### src/rtl/echo_timer_if.sv
// Sensor-side signal bundle for the ultrasonic ranging front end.
// The timer side uses the master modport; a sensor model or the
// downstream converter uses the slave modport.
interface echo_timer_if #(
  parameter int WIDTH = 23
);
  logic             echo;         // raw sensor echo, asynchronous to clock
  logic             trigger;      // registered sensor trigger
  logic [WIDTH-1:0] echo_cycles;  // last good echo high-time, held
  logic             valid;        // 1-cycle pulse: echo_cycles updated
  logic             timeout;      // 1-cycle pulse: measurement aborted
  logic             busy;         // trigger / wait / measure in progress

  modport master (
    input  echo,
    output trigger, echo_cycles, valid, timeout, busy
  );

  modport slave (
    output echo,
    input  trigger, echo_cycles, valid, timeout, busy
  );
endinterface

### src/rtl/echo_timer.sv
// Ultrasonic ranging front end: periodic trigger generation, echo
// synchronisation and echo high-time measurement with timeout.
//
// Timing summary (cycles are clock periods):
//   - trigger rises on the second clock edge after reset release and then
//     every PERIOD_CYCLES; it stays high for TRIG_CYCLES.
//   - after trigger falls the echo rise is awaited for TIMEOUT_CYCLES+1
//     cycles; without a rise, timeout pulses TIMEOUT_CYCLES+1 cycles after
//     the trigger fall.
//   - valid pulses 3 cycles after the raw echo fall (2 sync + 1 register).
module echo_timer #(
  parameter int WIDTH          = 23,
  parameter int TRIG_CYCLES    = 500,
  parameter int PERIOD_CYCLES  = 3000000,
  parameter int TIMEOUT_CYCLES = 1200000
) (
  input  logic          clock,
  input  logic          reset,
  echo_timer_if.master  bus
);

  typedef enum logic [2:0] {
    IDLE,
    TRIG,
    WAIT_RISE,
    MEASURE,
    DONE
  } state_t;

  localparam logic [WIDTH-1:0] ONE         = WIDTH'(1);
  localparam logic [WIDTH-1:0] TRIG_LAST   = WIDTH'(TRIG_CYCLES - 1);
  localparam logic [WIDTH-1:0] PERIOD_LAST = WIDTH'(PERIOD_CYCLES - 1);
  localparam logic [WIDTH-1:0] TIMEOUT_LIM = WIDTH'(TIMEOUT_CYCLES);

  state_t           state_q, state_d;
  logic             run_q;
  logic             echo_meta_q, echo_s_q, echo_d_q;
  logic             echo_rise;
  logic [WIDTH-1:0] period_q;
  logic [WIDTH-1:0] cnt_q, cnt_d;
  logic [WIDTH-1:0] echo_cycles_q, echo_cycles_d;
  logic             valid_q, valid_d;
  logic             timeout_q, timeout_d;
  logic             trigger_q;
  logic             busy_q;

  // Two-flop synchroniser plus a delayed copy for edge detection.
  // NOTE: every flop is written with <= so all of them sample the values
  // from before the edge; with = the chain would collapse into one stage.
  always_ff @(posedge clock or posedge reset) begin
    if (reset) begin
      echo_meta_q <= 1'b0;
      echo_s_q    <= 1'b0;
      echo_d_q    <= 1'b0;
    end else begin
      echo_meta_q <= bus.echo;
      echo_s_q    <= echo_meta_q;
      echo_d_q    <= echo_s_q;
    end
  end

  assign echo_rise = echo_s_q & ~echo_d_q;

  // Run flag: low for the first cycle after release so IDLE lasts one cycle.
  always_ff @(posedge clock or posedge reset) begin
    if (reset) run_q <= 1'b0;
    else       run_q <= 1'b1;
  end

  // Period counter: held at 0 in IDLE, counts from 0 on TRIG entry, wraps
  // at PERIOD_CYCLES-1 which is also the cycle that re-enters TRIG.
  always_ff @(posedge clock or posedge reset) begin
    if (reset)                                          period_q <= '0;
    else if (state_q == IDLE || period_q == PERIOD_LAST) period_q <= '0;
    else                                                 period_q <= period_q + ONE;
  end

  // Next-state and datapath decisions for the measurement sequence.
  always_comb begin
    // NOTE: every variable gets its default before the case so no branch
    // can leave one unassigned and infer a latch.
    state_d       = state_q;
    cnt_d         = cnt_q;
    echo_cycles_d = echo_cycles_q;
    valid_d       = 1'b0;
    timeout_d     = 1'b0;
    case (state_q)
      IDLE: begin
        if (run_q) state_d = TRIG;
      end
      TRIG: begin
        if (period_q == TRIG_LAST) begin
          state_d = WAIT_RISE;
          cnt_d   = '0;
        end
      end
      WAIT_RISE: begin
        // A level already high on entry has no 0->1 edge, so it is ignored.
        if (echo_rise) begin
          state_d = MEASURE;
          cnt_d   = ONE;
        end else if (cnt_q == TIMEOUT_LIM) begin
          state_d   = DONE;
          timeout_d = 1'b1;
        end else begin
          cnt_d = cnt_q + ONE;
        end
      end
      MEASURE: begin
        if (!echo_s_q) begin
          state_d       = DONE;
          echo_cycles_d = cnt_q;
          valid_d       = 1'b1;
        end else if (cnt_q == TIMEOUT_LIM) begin
          state_d   = DONE;
          timeout_d = 1'b1;
        end else begin
          cnt_d = cnt_q + ONE;
        end
      end
      DONE: begin
        if (period_q == PERIOD_LAST) state_d = TRIG;
      end
      default: state_d = IDLE;
    endcase
  end

  // State, counter and registered outputs.
  always_ff @(posedge clock or posedge reset) begin
    if (reset) begin
      state_q       <= IDLE;
      cnt_q         <= '0;
      echo_cycles_q <= '0;
      valid_q       <= 1'b0;
      timeout_q     <= 1'b0;
      trigger_q     <= 1'b0;
      busy_q        <= 1'b0;
    end else begin
      state_q       <= state_d;
      cnt_q         <= cnt_d;
      echo_cycles_q <= echo_cycles_d;
      valid_q       <= valid_d;
      timeout_q     <= timeout_d;
      trigger_q     <= (state_d == TRIG);
      busy_q        <= (state_d == TRIG) || (state_d == WAIT_RISE) || (state_d == MEASURE);
    end
  end

  assign bus.trigger     = trigger_q;
  assign bus.echo_cycles = echo_cycles_q;
  assign bus.valid       = valid_q;
  assign bus.timeout     = timeout_q;
  assign bus.busy        = busy_q;

endmodule
### src/flat_wrapper.sv
// flat-port wrapper written by rule: the top's interface ports become plain ports
module echo_timer_flat 
#(
  parameter int WIDTH          = 23,
  parameter int TRIG_CYCLES    = 500,
  parameter int PERIOD_CYCLES  = 3000000,
  parameter int TIMEOUT_CYCLES = 1200000
)
  (clock, reset, bus_echo, bus_trigger, bus_echo_cycles, bus_valid, bus_timeout, bus_busy);
  echo_timer_if #(.WIDTH(WIDTH)) bus_i ();
  input  logic clock;
  input  logic reset;
  input wire logic [$bits(bus_i.echo)-1:0] bus_echo;
  output wire logic [$bits(bus_i.trigger)-1:0] bus_trigger;
  output wire logic [$bits(bus_i.echo_cycles)-1:0] bus_echo_cycles;
  output wire logic [$bits(bus_i.valid)-1:0] bus_valid;
  output wire logic [$bits(bus_i.timeout)-1:0] bus_timeout;
  output wire logic [$bits(bus_i.busy)-1:0] bus_busy;
  assign bus_i.echo = bus_echo;
  assign bus_trigger = bus_i.trigger;
  assign bus_echo_cycles = bus_i.echo_cycles;
  assign bus_valid = bus_i.valid;
  assign bus_timeout = bus_i.timeout;
  assign bus_busy = bus_i.busy;
  echo_timer #(.WIDTH(WIDTH), .TRIG_CYCLES(TRIG_CYCLES), .PERIOD_CYCLES(PERIOD_CYCLES), .TIMEOUT_CYCLES(TIMEOUT_CYCLES)) u_core (.clock(clock), .reset(reset), .bus(bus_i));
endmodule
### config.mk
export PLATFORM = sky130hd
export DESIGN_NAME = echo_timer_flat
export DESIGN_NICKNAME = d
export VERILOG_FILES = /design/src/rtl/echo_timer_if.sv /design/src/rtl/echo_timer.sv /design/src/flat_wrapper.sv
export SDC_FILE = /design/constraint.sdc
export NUM_CORES = 1
export LEC_CHECK = 0
export CAP_MARGIN = 30
export CORE_AREA = 2 2 82 124
export CTS_CLUSTER_SIZE = 8
export DETAILED_ROUTE_END_ITERATION = 16
export DIE_AREA = 0 0 84 126
export PLACE_DENSITY_LB_ADDON = 0.08
export SYNTH_ARGS = -nofsm -noshare
export SYNTH_HDL_FRONTEND = slang
export SYNTH_SLANG_ARGS = --single-unit
### constraint.sdc
create_clock -name clock -period 3.5 [get_ports clock]
set_clock_uncertainty 0.15 [all_clocks]
set_input_delay 0.7 -clock clock [delete_from_list [all_inputs] [get_ports clock]]
set_output_delay 0.7 -clock clock [all_outputs]
set_load 0.01 [all_outputs]
==> results of run 1 <==
[state kept, by name, summed over array words and instances (netlist names)]
name                    cells
u_core.bus.busy             1
u_core.echo_d_q             1
u_core.bus.timeout          1
u_core.cnt_q               23
u_core.period_q            23
u_core.bus.valid            1
u_core.run_q                1
u_core.echo_s_q             1
u_core.bus.trigger          1
u_core.state_q              3
u_core.echo_meta_q          1
u_core.bus.echo_cycles     23
[how the worst max path moves through the flow]
| stage | from | end | cells after the start |
|---|---|---|---|
| 3_5_place_dp | u_core.period_q[0]$_DFF_PP0_ | u_core.period_q[12]$_DFF_PP0_ | 7 |
| 5_1_grt | u_core.period_q[0]$_DFF_PP0_ | u_core.period_q[21]$_DFF_PP0_ | 7 |
| 2_1_floorplan | reset | u_core.bus.busy$_DFF_PP0_ | 1 |
| 6_report | u_core.period_q[0]$_DFF_PP0_ | u_core.period_q[12]$_DFF_PP0_ | 7 |
| 4_1_cts | u_core.period_q[0]$_DFF_PP0_ | u_core.period_q[2]$_DFF_PP0_ | 7 |
| 3_3_place_gp | u_core.period_q[0]$_DFF_PP0_ | u_core.period_q[15]$_DFF_PP0_ | 7 |
[report_power, final]
| group | internal, W | total (W) | switching (W) |
|---|---|---|---|
| logic | 0.0000898 | 0.000210 | 0.000120 |
| registers | 0.000978 | 0.00105 | 0.0000734 |
| clock network | 0.000582 | 0.000935 | 0.000354 |
| total | 0.00165 | 0.00220 | 0.000547 |
[stage by stage]
stage	hold WS [ns]	instances	worst slack, ns
floorplan	0.181	354	0.598
global placement	0.186	495	0.881
detailed placement	0.190	495	0.723
CTS	0.201	509	0.740
global route	0.216	509	0.513
finish	0.202	509	0.791
[layout by cell type (no fill, tap or decap), types with 2 or more instances in the layout]
cell	count
or2_2	2
nand2_1	16
nor2_1	55
and3_1	11
nor4_1	8
xnor2_1	13
inv_1	7
nor3b_1	4
clkbuf_8	2
and4_1	4
nor2b_1	2
nor3_1	5
mux2_2	23
clkbuf_16	9
ha_1	3
clkinv_2	2
nand3_1	23
xor2_1	23
o22a_1	2
clkdlybuf4s50_1	29
a21o_1	2
buf_4	7
a21oi_1	8
or3_1	6
o21ai_0	9
nand4_1	19
dfrtp_1	80
[cell usage after synthesis (all sizes together), types with 2 or more instances]
cell,instances
dfrtp,80
nor2,56
mux2,23
nand3,23
xor2,23
nand4,19
nand2,16
xnor2,13
and3,11
o21ai,10
a21oi,8
clkbuf,8
inv,8
nor4,8
or3,6
nor3,5
and4,4
nor3b,4
ha,3
or2,3
a21o,2
a31o,2
buf,2
nor2b,2
o22a,2
[area by class of cell]
type | instances | area (um2) | share of cell area (%)
clock inverter | 3 | 42.5 | 0.950
tap | 115 | 144 | 3.21
sequential | 80 | 2000 | 44.7
inverter | 8 | 31.3 | 0.699
clock buffer | 11 | 253 | 5.64
timing repair buffer | 36 | 343 | 7.66
multi-input combinational | 256 | 1660 | 37.1
[cell families after synthesis]
| family | after synthesis | synth area share, % |
|---|---|---|
| buffers and inverters | 18 | 1.84 |
| other | 1 | 0.101 |
| AOI/OAI and AO/OA | 29 | 5.30 |
| DFF | 80 | 53.7 |
| and+or+nand+nor | 163 | 22.4 |
| adders and majority gates | 3 | 1.01 |
| muxes | 24 | 7.21 |
| xor gates and xnor gates | 36 | 8.45 |
[critical path: stages (launching register included)]
cell and delay, ns:
dfrtp_1 0.39, ha_1 0.21, and3_1 0.23, and3_1 0.22, nand2_1 0.07, nor4_1 0.53, a21o_1 0.64, nor2_1 0.12
[routing by layer]
metal	vias up	GRT usage [%]	part of all wire, %
met5	-	0	0
met4	0	6.93	1.9
met3	13	4.00	2.3
met2	30	30.2	53
met1	1351	20.2	43
li1	1321	-	-
==> out/results.txt, run 1 <==
status = complete, no violations
Yosys reg bits = 80
I/O pins = 30
initial antenna violation count = 0
CP arrival = 2.74 ns
critical path class = reg -> reg
CTS tree = built
Syn. warnings = 0
nets = 397
Total GRT Usage = 17.2%
initial core utilization = 39.2%
Syn Nets = 360
f_max = 0.369 GHz
cts hold-fix bufs = 0
Placed Area = 4180 um2
row count = 44
die area = 10600 um2
DR vias = 2715
Synth Flop Type = dfrtp_1
power per cell area = 491 nW/um2
worst reg2reg startpoint = u_core.period_q[0]$_DFF_PP0_
share of cells above drive strength 1 = 13.2%
CTS sink cnt = 80
fin crit period = 2.71 ns
Leak = 2.01 nW
Synth Instances = 354
Post-synth EDFFs = 0
worst hold path cell count = 0
Hold Path End = u_core.echo_s_q$_DFF_PP0_
largest cells by area after synthesis = dfrtp_1 54%, mux2_2 6.9%, nor2_1 5.6%
Final Cell Area = 4480 um2
Num CTS Buffers = 9
Post-synth ARST share = 100%
PostCTS Resize Cnt = 0
vias per cell = 5.33
clk buf depth = 2
WL/cell = 16.2 um
RSZ-0062 raised after global routing = false
area of the core = 9520 um2
syn avg cell area = 10.5 um2
Initial DRC Count = 100
max-cap viol count = 0
Die Width = 84 um
Final Hold Viols = 0
H-tree depth = 3
Startpoint Class = register
fin crit share = 77.4%
Area Overhead vs Synth = 20.0%
clock slew at reported path FFs = 0.06 ns
hpwl dp = 5.84 mm
r2r setup slk = 0.79 ns
vias in the first global route = 2897
Worst Tran Pin Value = 0.752 ns
Post-route DRC = 0
setup bufs post-CTS = 0
Layout fillers = 894
worst skew pair latency = 0.33 ns
Core Util, Final = 47.0%
IO buf count = 29
largest area contributor in the netlist = dfrtp_1
Max-slew headroom = 49.9%
largest net degree at the start of global routing = 36
Seq/Total Area, Yosys = 53.7%
setup TNS = 0 ns
Netlist Area Pre-Place = 3730 um2
total power = 0.00220 W
Worst Path Max Fanout = 23
routed wire length = 8.27 mm
routability cong. = 0.767
Ant. Diodes = 0
HP Start = u_core.echo_meta_q$_DFF_PP0_
Pins Over Slew Limit = 0
Cell variety after synth = 42
Final ANT Viol Nets = 0
Reg2Reg Depth = 7
Req. time, crit path = 3.53 ns
first-pass GRT wire length = 14.5 mm
Hold WC Path Type = reg -> reg
DR pass1 iterations = 6
Finish-stage setup viols = 0
post-synth top area share = 53.7%
Peak VDD IR = 0.274 mV
chip height = 126 um
Root Driver = clkbuf_16
gr ovfl total = 0
reg-to-reg endpoint = u_core.period_q[12]$_DFF_PP0_
endpoint type of the worst setup path = register
(Power assumes the default switching activity.)
==> run 2: changes to the inputs <==
Clock period 3.5 ns to 2.2 ns, I/O delays scaled along.
==> out/results.txt, run 2 (synthesis results as in run 1) <==
Initial DRC Count = 124
Core Util, Final = 55.0%
Num CTS Buffers = 9
CP arrival = 2.35 ns
Hold WC Path Type = reg -> reg
chip height = 126 um
DR pass1 iterations = 4
nets = 461
CTS tree = built
endpoint type of the worst setup path = register
hpwl dp = 6.45 mm
IO buf count = 29
Pins Over Slew Limit = 0
max-cap viol count = 0
most common cell after layout, fill and taps aside = dfrtp_1
final hold slack = 0.195 ns
Finished Layout Cells = 575
row count = 44
clock slew at reported path FFs = 0.06 ns
violated checks = negative setup slack
area of the core = 9520 um2
routed wire length = 9.42 mm
Finish-stage setup viols = 5
Layout fillers = 870
r2r setup slk = -0.04 ns
worst hold path cell count = 0
slack of the critical path = -0.0369 ns
vias per cell = 5.14
die area = 10600 um2
HP Start = u_core.echo_meta_q$_DFF_PP0_
routability cong. = 0.793
Max-slew headroom = 66.5%
status = finished with violations
f_max = 0.447 GHz
fin crit share = 102%
Placed Cells = 548
most frequent cells in the layout = 80 x dfrtp_1, 60 x buf_4, 55 x nor2_1
critical path class = reg -> reg
share of cells above drive strength 1 = 30.2%
Peak VDD IR = 0.409 mV
cts hold-fix bufs = 0
Final ANT Viol Nets = 0
Req. time, crit path = 2.31 ns
Die Width = 84 um
largest net degree at the start of global routing = 45
CTS sink cnt = 80
fin crit period = 2.24 ns
worst skew pair latency = 0.33 ns
Hold Path End = u_core.echo_s_q$_DFF_PP0_
first-pass GRT wire length = 15.0 mm
gr ovfl total = 0
Root Driver = clkbuf_16
clk buf depth = 2
Ant. Diodes = 0
total power = 0.00401 W
RSZ-0062 raised after global routing = true
Final Hold Viols = 0
Leak = 2.42 nW
Startpoint Class = register
initial antenna violation count = 0
I/O pins = 30
H-tree depth = 3
power per cell area = 765 nW/um2
vias in the first global route = 3068
Worst Tran Pin Value = 0.495 ns
worst reg2reg startpoint = u_core.period_q[1]$_DFF_PP0_
Post-route DRC = 0
reg-to-reg endpoint = u_core.cnt_q[22]$_DFFE_PP0P_
Worst Path Max Fanout = 8
DR vias = 2953
Reg2Reg Depth = 7
WL/cell = 16.4 um
Total GRT Usage = 17.9%
Area Overhead vs Synth = 40.4%
initial core utilization = 39.2%
[run 2: changes by cell type in the layout (fill, tap and decap cells not counted), sizes merged]
| cell | change |
|---|---|
| buf | +61 |
| bufinv | +2 |
| clkbuf | +3 |
[run 2: through the flow]
step | setup TNS [ns] | setup WS (ns) | instance area (um2)
finish | -0.0930 | -0.0369 | 5240
floorplan | -1.63 | -0.166 | 3740
global placement | -0.138 | -0.0717 | 4630
detailed placement | -0.452 | -0.107 | 4630
global route | -2.38 | -0.129 | 5240
CTS | -0.0541 | -0.0241 | 5010
[run 2: routing by layer]
layer / part of all wire [%] / track usage, % / vias to the layer above
met5: 0 / 0 / -
met1: 40 / 20.1 / 1470
met3: 2.0 / 3.67 / 5
li1: - / - / 1448
met4: 0.94 / 6.17 / 0
met2: 57 / 33.4 / 30
[run 2: final cells by class]
cell class	instances	area (um2)	share of cell area, %
Timing Repair Buffer	100	918	17.5
Tap cell	115	144	2.75
Clock inverter	5	104	1.98
Clock buffer	11	243	4.63
Inverter	8	33.8	0.645
Multi-Input combinational cell	256	1800	34.3
Sequential cell	80	2000	38.2
[run 2: what timing repair did]
item / in CTS / in global routing
buffers inserted: 2 / 5
resized for setup: 6 / 26
cloned: 0 / 4
endpoints found under the setup margin: 16 / 50
pin swaps: 2 / 10
[run 2: worst max-delay path: stages, from the launching register on]
cell     delay (ns)
dfrtp_1        0.35
ha_2           0.17
or4b_4         0.48
o41ai_4        0.20
buf_4          0.19
nand2_2        0.09
or4_1          0.41
o21ai_1        0.12
[run 2: power breakdown]
part	internal (W)	total (W)	switching (W)
Clock	0.00114	0.00173	0.000591
Combinational	0.000338	0.000673	0.000335
Sequential	0.00156	0.00160	0.0000484
Total	0.00303	0.00401	0.000975
[run 2: how the worst max path moves through the flow]
stage | startpoint | endpoint | slack (ns) | depth (start not counted)
after CTS | u_core.period_q[0]$_DFF_PP0_ | u_core.bus.busy$_DFF_PP0_ | -0.02 | 8
after global routing | u_core.cnt_q[0]$_DFFE_PP0P_ | u_core.bus.busy$_DFF_PP0_ | -0.13 | 9
after detailed placement | u_core.period_q[0]$_DFF_PP0_ | u_core.cnt_q[22]$_DFFE_PP0P_ | -0.11 | 6
final | u_core.period_q[1]$_DFF_PP0_ | u_core.cnt_q[22]$_DFFE_PP0P_ | -0.04 | 7
after floorplan | u_core.period_q[0]$_DFF_PP0_ | u_core.cnt_q[17]$_DFFE_PP0P_ | -0.17 | 7
after global placement | u_core.period_q[0]$_DFF_PP0_ | u_core.cnt_q[22]$_DFFE_PP0P_ | -0.07 | 6
